$ cat src/rtl/interface_hcsr04_medidor.sv
// HC-SR04 ultrasonic front end: fires the trigger pulse, times the echo and
// converts its width to a 3-digit BCD distance in centimetres.
module interface_hcsr04_medidor #(
  parameter int unsigned TRIGGER_CYCLES = 500,
  parameter int unsigned CM_CYCLES      = 2941,
  parameter int unsigned TIMEOUT_CYCLES = 1500000
) (
  input  logic        clock,
  input  logic        reset,
  input  logic        medir,
  input  logic        echo,
  output logic        trigger,
  output logic [11:0] medida,
  output logic        pronto,
  output logic        erro,
  output logic [3:0]  db_estado
);

  localparam int unsigned TRIG_W = (TRIGGER_CYCLES > 1) ? $clog2(TRIGGER_CYCLES) : 1;
  localparam int unsigned TICK_W = (CM_CYCLES > 1)      ? $clog2(CM_CYCLES)      : 1;
  localparam int unsigned TO_W   = (TIMEOUT_CYCLES > 1) ? $clog2(TIMEOUT_CYCLES) : 1;

  localparam logic [TRIG_W-1:0] TRIG_LAST   = TRIG_W'(TRIGGER_CYCLES - 1);
  localparam logic [TICK_W-1:0] TICK_LAST   = TICK_W'(CM_CYCLES - 1);
  // Half a centimetre of preload turns the truncating count into round-to-nearest
  localparam logic [TICK_W-1:0] TICK_PRESET = TICK_W'(CM_CYCLES / 2);
  localparam logic [TO_W-1:0]   TO_LAST     = TO_W'(TIMEOUT_CYCLES - 1);

  typedef enum logic [3:0] {
    st_inicial     = 4'd0,
    st_dispara     = 4'd1,
    st_espera_echo = 4'd2,
    st_mede        = 4'd3,
    st_armazena    = 4'd4,
    st_final       = 4'd5,
    st_erro_to     = 4'd6
  } estado_t;

  estado_t estado;
  estado_t proximo;

  logic              echo_meta;
  logic              echo_s;
  logic              inicia;
  logic [TRIG_W-1:0] trig_cnt;
  logic [TICK_W-1:0] tick_cnt;
  logic [TO_W-1:0]   to_cnt;
  logic [3:0]        bcd_c;
  logic [3:0]        bcd_d;
  logic [3:0]        bcd_u;
  logic [11:0]       bcd;
  logic              trig_fim;
  logic              tick_fim;
  logic              to_fim;
  logic              bcd_sat;

  assign bcd       = {bcd_c, bcd_d, bcd_u};
  assign trig_fim  = (trig_cnt == TRIG_LAST);
  assign tick_fim  = (tick_cnt == TICK_LAST);
  assign to_fim    = (to_cnt == TO_LAST);
  assign bcd_sat   = (bcd == 12'h999);
  assign db_estado = estado;

  // Two-flop synchroniser for the asynchronous echo input
  always_ff @(posedge clock or posedge reset) begin
    if (reset) begin
      echo_meta <= 1'b0;
      echo_s    <= 1'b0;
    end else begin
      echo_meta <= echo;
      echo_s    <= echo_meta;
    end
  end

  // State register
  always_ff @(posedge clock or posedge reset) begin
    if (reset) begin
      estado <= st_inicial;
    end else begin
      estado <= proximo;
    end
  end

  // Next-state logic; echo edges take priority over a coincident timeout
  always_comb begin
    proximo = estado;
    inicia  = 1'b0;
    case (estado)
      st_inicial, st_final: begin
        if (medir) begin
          proximo = st_dispara;
          inicia  = 1'b1;
        end
      end
      st_dispara: begin
        if (trig_fim) begin
          proximo = st_espera_echo;
        end
      end
      st_espera_echo: begin
        if (echo_s) begin
          proximo = st_mede;
        end else if (to_fim) begin
          proximo = st_erro_to;
        end
      end
      st_mede: begin
        if (!echo_s) begin
          proximo = st_armazena;
        end else if (to_fim) begin
          proximo = st_erro_to;
        end
      end
      st_armazena: proximo = st_final;
      st_erro_to:  proximo = st_final;
      default:     proximo = st_inicial;
    endcase
  end

  // Trigger-width counter, cleared whenever a measurement is accepted
  always_ff @(posedge clock or posedge reset) begin
    if (reset) begin
      trig_cnt <= '0;
    end else if (inicia) begin
      trig_cnt <= '0;
    end else if (estado == st_dispara && proximo == st_dispara) begin
      trig_cnt <= trig_cnt + TRIG_W'(1);
    end
  end

  // Timeout counter, restarted on every state change (entry to espera_echo / mede)
  always_ff @(posedge clock or posedge reset) begin
    if (reset) begin
      to_cnt <= '0;
    end else if (proximo != estado) begin
      to_cnt <= '0;
    end else if (estado == st_espera_echo || estado == st_mede) begin
      to_cnt <= to_cnt + TO_W'(1);
    end
  end

  // Sub-centimetre tick counter, preloaded at echo start for rounding
  always_ff @(posedge clock or posedge reset) begin
    if (reset) begin
      tick_cnt <= '0;
    end else if (estado == st_espera_echo && proximo == st_mede) begin
      tick_cnt <= TICK_PRESET;
    end else if (estado == st_mede) begin
      tick_cnt <= tick_fim ? '0 : tick_cnt + TICK_W'(1);
    end
  end

  // Saturating three-digit BCD centimetre counter
  always_ff @(posedge clock or posedge reset) begin
    if (reset) begin
      bcd_c <= '0;
      bcd_d <= '0;
      bcd_u <= '0;
    end else if (inicia) begin
      bcd_c <= '0;
      bcd_d <= '0;
      bcd_u <= '0;
    end else if (estado == st_mede && tick_fim && !bcd_sat) begin
      if (bcd_u == 4'd9) begin
        bcd_u <= '0;
        if (bcd_d == 4'd9) begin
          bcd_d <= '0;
          bcd_c <= bcd_c + 4'd1;
        end else begin
          bcd_d <= bcd_d + 4'd1;
        end
      end else begin
        bcd_u <= bcd_u + 4'd1;
      end
    end
  end

  // Registered outputs; pronto fires once, on entry to final or erro_to
  always_ff @(posedge clock or posedge reset) begin
    if (reset) begin
      trigger <= 1'b0;
      pronto  <= 1'b0;
      erro    <= 1'b0;
      medida  <= 12'h000;
    end else begin
      trigger <= (proximo == st_dispara);
      pronto  <= (estado == st_armazena) || (proximo == st_erro_to);
      if (inicia) begin
        erro <= 1'b0;
      end else if (proximo == st_erro_to) begin
        erro <= 1'b1;
      end
      if (estado == st_armazena) begin
        medida <= bcd;
      end
    end
  end

endmodule

$ cat config.mk
export PLATFORM = sky130hd
export DESIGN_NAME = interface_hcsr04_medidor
export DESIGN_NICKNAME = d
export VERILOG_FILES = /design/src/rtl/interface_hcsr04_medidor.sv
export SDC_FILE = /design/constraint.sdc
export NUM_CORES = 1
export LEC_CHECK = 0
export ABC_CLOCK_PERIOD_IN_PS = 4550
export BUFFER_PORTS_ARGS = -buffer_cell sky130_fd_sc_hd__buf_2
export CAP_MARGIN = 10
export CORE_MARGIN = 4
export CORE_UTILIZATION = 35
export CTS_CLUSTER_SIZE = 16
export DETAILED_ROUTE_END_ITERATION = 8
export SYNTH_ARGS = -nofsm -noshare
export SYNTH_HDL_FRONTEND = slang
export SYNTH_SLANG_ARGS = --single-unit
$ cat constraint.sdc
create_clock -name clock -period 4.55 [get_ports clock]
set_input_delay 0.2275 -clock clock [delete_from_list [all_inputs] [get_ports clock]]
set_output_delay 0.2275 -clock clock [all_outputs]
set_load 0.005 [all_outputs]
Word-level counts from Yosys, hierarchy flattened --
Index checks and enable logic that the tools add are counted.
Cells by class: bitwise operators 0, shift-type cells 0, divide/modulo/power cells 0, multipliers 0, eq/ne operators 16, muxes and demuxes 28, reductions and logical operators 19, add/subtract/negate cells 6, magnitude comparators 0
Operators with widths (number):
- $mux W4 | 16
- $mux W21 | 2
- $mux W12 | 3
- $eq A12 B12 Y1 const B | 2
- $add A21 B1 Y21 const B | 1
- $eq A21 B21 Y1 const B | 1
- $pmux W4 S5 | 1
- $mux W9 | 2
- $eq A4 B3 Y1 const B | 4
- $reduce_bool A2 Y1 | 7
- $add A12 B1 Y12 const B | 1
- $add A4 B1 Y4 const B | 3
- $eq A4 B2 Y1 const B | 3
- $add A9 B1 Y9 const B | 1
- $eq A9 B9 Y1 const B | 1
- $eq A4 B1 Y1 const B | 2
- $eq A4 B4 Y1 const B | 2
- $logic_and A1 B1 Y1 | 4
- $logic_not A4 Y1 | 1
- $mux W1 | 4
- $ne A4 B4 Y1 | 1
- $reduce_or A2 Y1 | 2
- $reduce_and A3 Y1 | 1
- $logic_or A1 B1 Y1 | 2
- 2 further kinds | 2
Storage, ports and cells: input bits 4, memory bits (writable) 0, latch bits 0, bits in read-only memories 0, bits in registers 75, memories kept 0, word-level logic and storage cells 82

Depth between registers and ports, before layout --
Gate-level depths: netlist of the first run.
depth in word-level cells 8, mapped depth 7, mapped depth without buffers 7

Worst setup path before layout of the first run --
OpenSTA, ideal clock, no wires.
path kind register to register, from register estado[2], in the netlist db_estado[2], to register bcd_c[2], arrival 1.847 ns, cell stages (with the launch flop) 7, data required time 4.484 ns, clock period less this slack 1.913 ns, slack 2.637 ns, setup time 0.066 ns, path through dfrtp_1 > clkbuf_1 > nand4bb_4 > nor4_4 > nand3_2 > or4_1 > nand2_1
Between the ends: cells in the longest elaborated chain, start to end 5, elaborated cells between the ends (all ways) 12
Ends and longest elaborated chain:
- from (decl) | line 39 | estado_t estado;
- from (signal assigned) | line 78 | estado <= st_inicial;
- from (signal assigned) | line 80 | estado <= proximo;
- $eq A4 B3 Y1, or another cell as far along | line 88 | case (estado)
- $reduce_or A2 Y1 / $logic_and A1 B1 Y1 (equally long branches) | line 88, 163
- $mux W1 / $logic_and A1 B1 Y1 (equally long branches) | line 88, 163
- $reduce_bool A2 Y1 (no line)
- $reduce_and A3 Y1 (no line)
- to (signal assigned) | line 168 | bcd_c <= bcd_c + 4'd1;
- to (decl) | line 48 | logic [3:0] bcd_c;
Parallel ways exist; a longest one is shown, timed or not. A chain may end at the register's enable or synchronous reset.

Worst setup path after layout of the first run --
from register estado[1], in the netlist db_estado[1], to register to_cnt[15]
Between the ends: cells in the longest elaborated chain, start to end 5, elaborated cells between the ends (all ways) 19
Ends and longest elaborated chain:
- $eq A4 B3 Y1, or another cell as far along | line 88
- $reduce_or A2 Y1 (no line), or another cell as far along
- $pmux W4 S5 | line 88
- $ne A4 B4 Y1 | line 135 | end else if (proximo != estado) begin
- $mux W21 / $reduce_bool A2 Y1 (equally long branches)
- to (signal assigned) | line 138 | to_cnt <= to_cnt + TO_W'(1);
- to (decl) | line 47 | logic [TO_W-1:0] to_cnt;
Parallel ways exist; a longest one is shown, timed or not.

==> impl_metrics.csv, run 1 <==
group,metric,value,unit
critical_path,critPathLaunchType,"register",
synthesis,synth_commonest_cells,"dfrtp_1 (75), nor2_1 (38), nand2_1 (29)",
min_path,hold_path.class,"in2async",
run_status,status,"completed",
place,dp.cells,528,
synthesis,synth_edf_count,0,
synthesis,seq_area_frac_synth,0.490,
synthesis,synth.area.top_cells,"dfrtp_1 (49%), xnor2_1 (5.5%), mux2_2 (3.8%), nor2_1 (3.7%), xor2_1 (3.7%)",
finish,design_area,0.00423,mm²
sta,timing.fmax,334,MHz
clocking,clk_latency,0.34,ns
finish,nets,414,
synthesis,synth.distinct_cells,57,
synthesis,ys_ff_latch,75,
synthesis,synth_area_per_cell,10.1,µm²
sta,relSlewSlack,0.296,
place,dp_hpwl,5.28,mm
job,drv_cap,0,
drt,first_pass_iters,5,
sta,layout_setup_ws,1.55,ns
critical_path,r2r_setup_slack,1.55,ns
finish,multiInputGateArea,0.00184,mm²
clocking,clock-sinks,75,
synthesis,synth_nets,391,
clocking,cts_tree,"yes",
sta,tightestPinTransition,1.06,ns
sta,setup_viol,0,
critical_path,crit_required,4.73,ns
floorplanning,die-area,0.0127,mm²
synthesis,synth_top_cell_by_area,"dfrtp_1",
clocking,path_clk_slew,0.07,ns
drt,wirelength,7.50,mm
critical_path,worstSetupPathType,"reg2reg",
finish,drive_gt1_frac,0.152,
drt,ant_nets,0,
clocking,cts_buffer_depth,2,
clocking,cts_resized,0,
global_routing,grt_max_degree,40,
floorplanning,start_util,0.365,
global_routing,track_usage,0.126,
sta,hold_viol_final,0,
finish,antenna_cells,0,
floorplanning,core,0.0105,mm²
drt,post-route-drc-count,0,
synthesis,syn-instance-count,381,
clocking,cts_buffers,9,
sta,period_minus_slack,3.00,ns
place,postPlaceCellArea,0.00407,mm²
sta,hold_ws,0.0459,ns
drt,num_vias,2750,
critical_path,rr_worst_depth,5,
sta,skew,0.00816,ns
synthesis,async_flop_share,1.00,
global_routing,grt_pass1_vias,2653,
synthesis,syn_area,0.00383,mm²
power,p_total,1.19,mW
drt,routedWlPerCell,13.8,µm
floorplanning,die_x,113,µm
sta,drv_slew,0,
finish,n_fill_cell,1030,
sta,post-route-period-util,0.659,
critical_path,rr_endpoint,"to_cnt[15]",
global_routing,grt_first_pass_wirelength,13.1,mm
clocking,cts.htree.levels,3,
global_routing,overflow,0,
floorplanning,num_io_pins,23,
place,dp_slack,1.58,ns
floorplanning,num_rows,37,
drt,first_iter_violations,131,
clocking,root_buffer,"clkbuf_8",
floorplanning,die_y,113,µm
place,port_buffers,22,
finish,syn_to_final_growth,10.4,%
finish,final_core_util,0.403,
critical_path,path_max_fanout,13,
sta,setup-tns-final,0,ns
place,gp_congestion,0.781,
critical_path,regToRegStartpoint,"db_estado[1]",
finish,area.sequential,0.00188,mm²
synthesis,synth_ff_type,"dfrtp_1",
sta,rsz0062_at_grt,"no",
power,p_leak,1.82,nW
synthesis,synth_most_common_cell,"dfrtp_1",
critical_path,arrival,3.17,ns
critical_path,worstSetupEndpointType,"register",
synthesis,synth_warnings,0,
power,powerDensity,281,mW/mm²
finish,stdcell_count,543,
global_routing,antenna_found_initial,0,
synthesis,synth_top_area_frac,0.490,
power,ir_worst_vdd,0.186,mV
drt,via_per_inst,5.06,
flip-flops by register name, summed over array words and instances (netlist names):
name / cells
bcd_c: 4
bcd_d: 4
echo_s: 1
echo_meta: 1
db_estado: 4
to_cnt: 21
trig_cnt: 9
pronto: 1
tick_cnt: 12
trigger: 1
bcd_u: 4
medida: 12
erro: 1
cells in the final DEF, fill, tap and decap left out, types with 15 or more instances in the layout:
master,netlist,layout
inv_1,16,15
dfrtp_1,75,75
buf_2,6,22
nor2_1,38,38
nand3_1,21,21
nor3_1,27,27
xor2_1,16,16
xnor2_1,24,24
nand2_1,29,29
area by class of cell:
type                       instances  area share
clock buffer                       9      0.0293
clock inverter                     5     0.00769
inverter                          16      0.0142
multi-input combinational        278       0.435
sequential                        75       0.444
tap                              136      0.0402
timing repair buffer              24      0.0302
power by group:
group	switching [mW]	total, mW	internal [mW]
Sequential	0.0146	0.694	0.680
Combinational	0.0446	0.0683	0.0237
Clock	0.236	0.425	0.189
Total	0.295	1.19	0.893
routing by layer:
layer	up-vias	wire length (µm)	GRT usage
li1	1386	-	-
met1	1333	3700	0.172
met2	29	3530	0.197
met3	2	240	0.0383
met4	0	30	0.0304
met5	-	0	0
logic make-up (layout without fill, tap and decap cells):
kind of cell	Yosys count	in the layout	synth area share
DFF	75	75	0.490
adders and majority gates	6	6	0.0196
AOI/OAI and AO/OA	35	35	0.0565
and+or+nand+nor	180	180	0.266
xor gates and xnor gates	40	40	0.0914
buffers and inverters	28	54	0.0304
other	1	1	0.000978
muxes	16	16	0.0460
worst max-delay path by stage:
| stage | end | start | cells after the start |
|---|---|---|---|
| final | to_cnt[15] | db_estado[1] | 5 |
| after global routing | to_cnt[15] | db_estado[1] | 5 |
| after CTS | to_cnt[20] | db_estado[1] | 5 |
| after detailed placement | to_cnt[14] | db_estado[1] | 5 |
| after global placement | to_cnt[8] | db_estado[1] | 5 |
| after floorplan | bcd_c[0] | reset | 1 |
timing repair:
action	in CTS	in global routing
hold endpoints to repair	1	0
buffers inserted	0	0
hold buffers	1	0
critical path, cell delays in order, from the launching register on:
cell and delay [ns]:
dfrtp_1 0.60, nor3b_2 0.72, nand2_1 0.20, or3_1 0.35, a21oi_1 0.82, nor3_1 0.14
No activity file was read; power rests on OpenSTA's default activity.
==> run 2: changes to the inputs <==
Settings changed: ABC_CLOCK_PERIOD_IN_PS 4550 to 2810.
Clock period 4.55 ns to 2.81 ns, I/O delays scaled along.
==> run 2 against run 1 <==
Sequential cell count stayed put. Clock-buffer cell count stayed put. Setup slack worse by 0.98 ns. Global-route usage is 0.68 points higher. Design area is 2.9% higher. Routed wire length is 3.8% higher. Register-to-register slack worse by 0.98 ns. Final cell count is 0.92% higher. First-iteration DRC count is 3.8% lower. Critical path type unchanged.
==> impl_metrics.csv, run 2 (synthesis results as in run 1) <==
group,metric,value,unit
run_status,status,"completed",
power,ir_worst_vdd,0.283,mV
critical_path,crit_required,3.01,ns
critical_path,worstSetupEndpointType,"register",
clocking,cts_buffers,9,
sta,drv_slew,0,
clocking,path_clk_slew,0.08,ns
floorplanning,die_y,113,µm
finish,antenna_cells,0,
power,powerDensity,506,mW/mm²
critical_path,path_max_fanout,13,
sta,period_minus_slack,2.24,ns
finish,final_core_util,0.414,
sta,rsz0062_at_grt,"no",
sta,timing.fmax,447,MHz
sta,setup_viol,0,
clocking,clock-sinks,75,
drt,routedWlPerCell,14.2,µm
sta,tightestPinTransition,0.740,ns
finish,reg_top3,"to_cnt x21, medida x12, tick_cnt x12",
drt,via_per_inst,5.11,
drt,ant_nets,0,
floorplanning,num_rows,37,
critical_path,arrival,2.44,ns
global_routing,grt_first_pass_wirelength,13.8,mm
power,p_leak,1.89,nW
floorplanning,die_x,113,µm
global_routing,track_usage,0.133,
clocking,cts_buffer_depth,2,
sta,skew,0.00843,ns
place,gp_congestion,0.798,
drt,wirelength,7.79,mm
finish,mostFrequentLayoutCells,"dfrtp_1 (75), nor2_1 (38), nand2_1 (29), nor3_1 (27), xnor2_1 (24)",
clocking,root_buffer,"clkbuf_8",
drt,first_pass_iters,4,
finish,max_flop_register,"to_cnt",
clocking,clk_latency,0.34,ns
clocking,cts.htree.levels,3,
global_routing,grt_max_degree,48,
sta,layout_setup_ws,0.574,ns
floorplanning,core,0.0105,mm²
power,p_total,2.20,mW
global_routing,antenna_found_initial,0,
floorplanning,num_io_pins,23,
job,drv_cap,0,
place,dp_hpwl,5.49,mm
finish,final_common_cell,"dfrtp_1",
finish,largest_reg_flops,21,
floorplanning,die-area,0.0127,mm²
drt,first_iter_violations,126,
critical_path,critPathLaunchType,"register",
place,port_buffers,22,
global_routing,overflow,0,
drt,num_vias,2800,
finish,syn_to_final_growth,13.6,%
clocking,cts_tree,"yes",
floorplanning,start_util,0.365,
finish,drive_gt1_frac,0.160,
global_routing,grt_pass1_vias,2837,
finish,nets,419,
sta,relSlewSlack,0.507,
drt,post-route-drc-count,0,
place,dp_slack,0.599,ns
finish,stdcell_count,548,
min_path,hold_path.class,"in2reg",
clocking,cts_resized,0,
sta,setup-tns-final,0,ns
critical_path,worstSetupPathType,"reg2reg",
sta,post-route-period-util,0.796,
sta,hold_viol_final,0,
place,dp.cells,532,
-- run 2: layout make-up --
cell class / instances / area, µm²
Clock buffer: 9 / 124
Sequential cell: 75 / 1880
Timing Repair Buffer: 29 / 180
Tap cell: 136 / 170
Fill cell: 1013 / 6150
Inverter: 16 / 60.1
Multi-Input combinational cell: 278 / 1840
Clock inverter: 5 / 104
-- run 2: worst paths after layout --
path / from / endpoint / slack [ns] / cells past startpoint
worst max-delay path: db_estado[1] / to_cnt[20] / 0.57 / 5
worst min-delay path: medir / erro / 0.24 / 4
worst max register to register: db_estado[1] / to_cnt[20] / 0.57 / 5
worst min register to register: echo_meta / echo_s / 0.36 / 0
max in group asynchronous: reset / tick_cnt[2] / 1.70 / 4
min in group asynchronous: reset / echo_meta / 0.43 / 3
-- run 2: repair_timing --
action,CTS,global route
buffers inserted,0,0
endpoints found under the hold margin,29,0
hold buffers,2,0
-- run 2: routing by layer --
layer  track usage  share of wire  vias up
li1              -              -     1391
met1         0.177           0.47     1369
met2         0.214           0.49       31
met3        0.0345          0.029        9
met4        0.0393          0.011        0
met5             0              0        -
-- run 2: metrics by stage --
step	cell area [µm²]	hold slack (ns)
2_1_floorplan	3830	0.172
3_3_place_gp	4110	0.252
3_5_place_dp	4110	0.250
4_1_cts	4360	0.236
5_1_grt	4360	0.270
6_report	4360	0.244
-- run 2: critical path, stage by stage, from the launching register on --
cell and delay [ns]:
dfrtp_1 0.60, nor3b_2 0.37, nand2_1 0.15, or4_1 0.41, nand4b_1 0.44, nor3_1 0.12
-- run 2: report_power, final --
group / switching [mW] / internal, mW / total, mW / leakage [nW]
clock network: 0.384 / 0.580 / 0.964 / 0.115
registers: 0.0243 / 1.10 / 1.12 / 1.04
logic: 0.0741 / 0.0417 / 0.116 / 0.739
total: 0.483 / 1.72 / 2.20 / 1.89
==> run 3: changes to the inputs <==
Settings changed: ABC_CLOCK_PERIOD_IN_PS 2810 to 1900.
Clock period 2.81 ns to 1.9 ns, I/O delays scaled along.
==> run 3 against run 2 <==
Worst hold slack worse by 0.040 ns. Design area rose by 8.5%. Via count rose by 6.8%. Maximum frequency is 17% higher. Sequential cell count stayed put. Clock-buffer cell count is the same. First-iteration DRC count is 19% higher. Largest power group unchanged. The run now ends with negative setup slack left. Setup slack got worse by 0.59 ns. Sequential power up 48%. Clock skew is 0.012 ns higher.
==> impl_metrics.csv, run 3 (synthesis results as in run 1) <==
group,metric,value,unit
drt,via_per_inst,5.07,
clocking,cts_buffers,9,
sta,post-route-period-util,1.01,
clocking,root_buffer,"clkbuf_8",
finish,largest_reg_flops,21,
critical_path,worstSetupEndpointType,"register",
global_routing,grt_first_pass_wirelength,14.6,mm
critical_path,worstSetupPathType,"reg2reg",
finish,final_core_util,0.450,
place,postPlaceCellArea,0.00443,mm²
clocking,cts_tree,"yes",
clocking,clock-sinks,75,
sta,hold_viol_final,0,
power,powerDensity,658,mW/mm²
clocking,clk_latency,0.35,ns
floorplanning,core,0.0105,mm²
global_routing,overflow,0,
finish,antenna_cells,0,
finish,reg_top3,"to_cnt x21, medida x12, tick_cnt x12",
floorplanning,die-area,0.0127,mm²
sta,timing.fmax,523,MHz
global_routing,grt_max_degree,50,
floorplanning,num_rows,37,
finish,design_area,0.00472,mm²
finish,drive_gt1_frac,0.262,
finish,syn_to_final_growth,23.2,%
power,ir_worst_vdd,0.379,mV
sta,layout_setup_ws,-0.0122,ns
critical_path,slowest_stage,"or4_4",
floorplanning,num_io_pins,23,
global_routing,antenna_found_initial,0,
clocking,cts_buffer_depth,2,
finish,n_fill_cell,990,
finish,nets,459,
place,port_buffers,22,
sta,setup-tns-final,-0.0507,ns
run_status,status,"finished with violations",
critical_path,crit_required,2.12,ns
drt,ant_nets,0,
critical_path,path_max_fanout,13,
sta,setup_viol,6,
run_status,violations,"negative setup slack",
clocking,cts.htree.levels,3,
floorplanning,die_x,113,µm
drt,first_pass_iters,4,
drt,first_iter_violations,150,
job,drv_cap,0,
power,p_total,3.11,mW
place,gp_congestion,0.819,
sta,period_minus_slack,1.91,ns
sta,drv_slew,0,
critical_path,critPathLaunchType,"register",
global_routing,grt_pass1_vias,2977,
clocking,path_clk_slew,0.09,ns
drt,post-route-drc-count,0,
floorplanning,start_util,0.365,
place,dp_hpwl,6.08,mm
finish,max_flop_register,"to_cnt",
critical_path,arrival,2.14,ns
critical_path,crit_top_cell,"nand4b_1",
min_path,hold_path.class,"in2reg",
drt,wirelength,8.32,mm
finish,mostFrequentLayoutCells,"dfrtp_1 (74), buf_4 (40), nor2_1 (38), nand2_1 (28), nor3_1 (27)",
drt,num_vias,2989,
critical_path,max_stage_delay,0.51,ns
finish,stdcell_count,590,
place,dp_slack,0.00990,ns
place,dp.cells,569,
sta,skew,0.0208,ns
floorplanning,die_y,113,µm
critical_path,crit_path_cell_trace,"nand4b_1 -> or3_4 -> or4_4 -> nand4b_1 -> buf_12 -> nor3_1",
drt,routedWlPerCell,14.1,µm
finish,final_common_cell,"dfrtp_1",
sta,rsz0062_at_grt,"yes",
sta,hold_ws,0.204,ns
power,p_leak,2.11,nW
global_routing,track_usage,0.140,
## run 3: cell types whose count changed in the layout (fill, tap and decap cells not counted), sizes merged
cell,before,now
inv,16,17
clkinv,2,3
bufinv,3,1
buf,27,67
clkinvlp,0,2
## run 3: layout make-up
type,instances,area [µm²],share of cell area
Clock inverter,7,73.8,0.0156
Tap cell,136,170,0.0360
Clock buffer,9,124,0.0262
Timing Repair Buffer,69,522,0.110
Inverter,16,63.8,0.0135
Sequential cell,75,1880,0.398
Multi-Input combinational cell,278,1890,0.401
## run 3: timing repair
item	in CTS	in global routing
endpoints found under the setup margin	11	23
hold buffers	2	0
pin swaps	0	5
gates resized for setup	2	11
endpoints found under the hold margin	76	0
setup buffers	0	3
## run 3: path summary, 6_finish.rpt
path                                start          to  slack [ns]  depth (start not counted)
worst max-delay path            to_cnt[7]  to_cnt[20]       -0.01                          6
worst min-delay path                medir        erro        0.20                          4
worst max register to register  to_cnt[7]  to_cnt[20]       -0.01                          6
min in group asynchronous           reset  to_cnt[11]        0.35                          4
worst min register to register  echo_meta      echo_s        0.35                          0
max in group asynchronous           reset   to_cnt[9]        1.24                          4
## run 3: routing by layer
layer  GRT usage  up-vias  wire length, µm
met2       0.216       30             3840
met3      0.0367        6              195
li1            -     1472                -
met1       0.196     1481             4210
met5           0        -                0
met4      0.0369        0               80
## run 3: where the power goes
part | internal (mW) | leakage (nW) | switching, mW | total, mW
clock | 0.613 | 0.100 | 0.622 | 1.23
sequential | 1.63 | 1.04 | 0.0343 | 1.66
combinational | 0.0901 | 0.972 | 0.120 | 0.210
## run 3: worst max-delay path, delay by kind of cell, from the launching register on
family,cells,cell delay [ns]
AND/OR/NAND/NOR,5,1.24
flip-flops,1,0.38
buffers and inverters,1,0.15
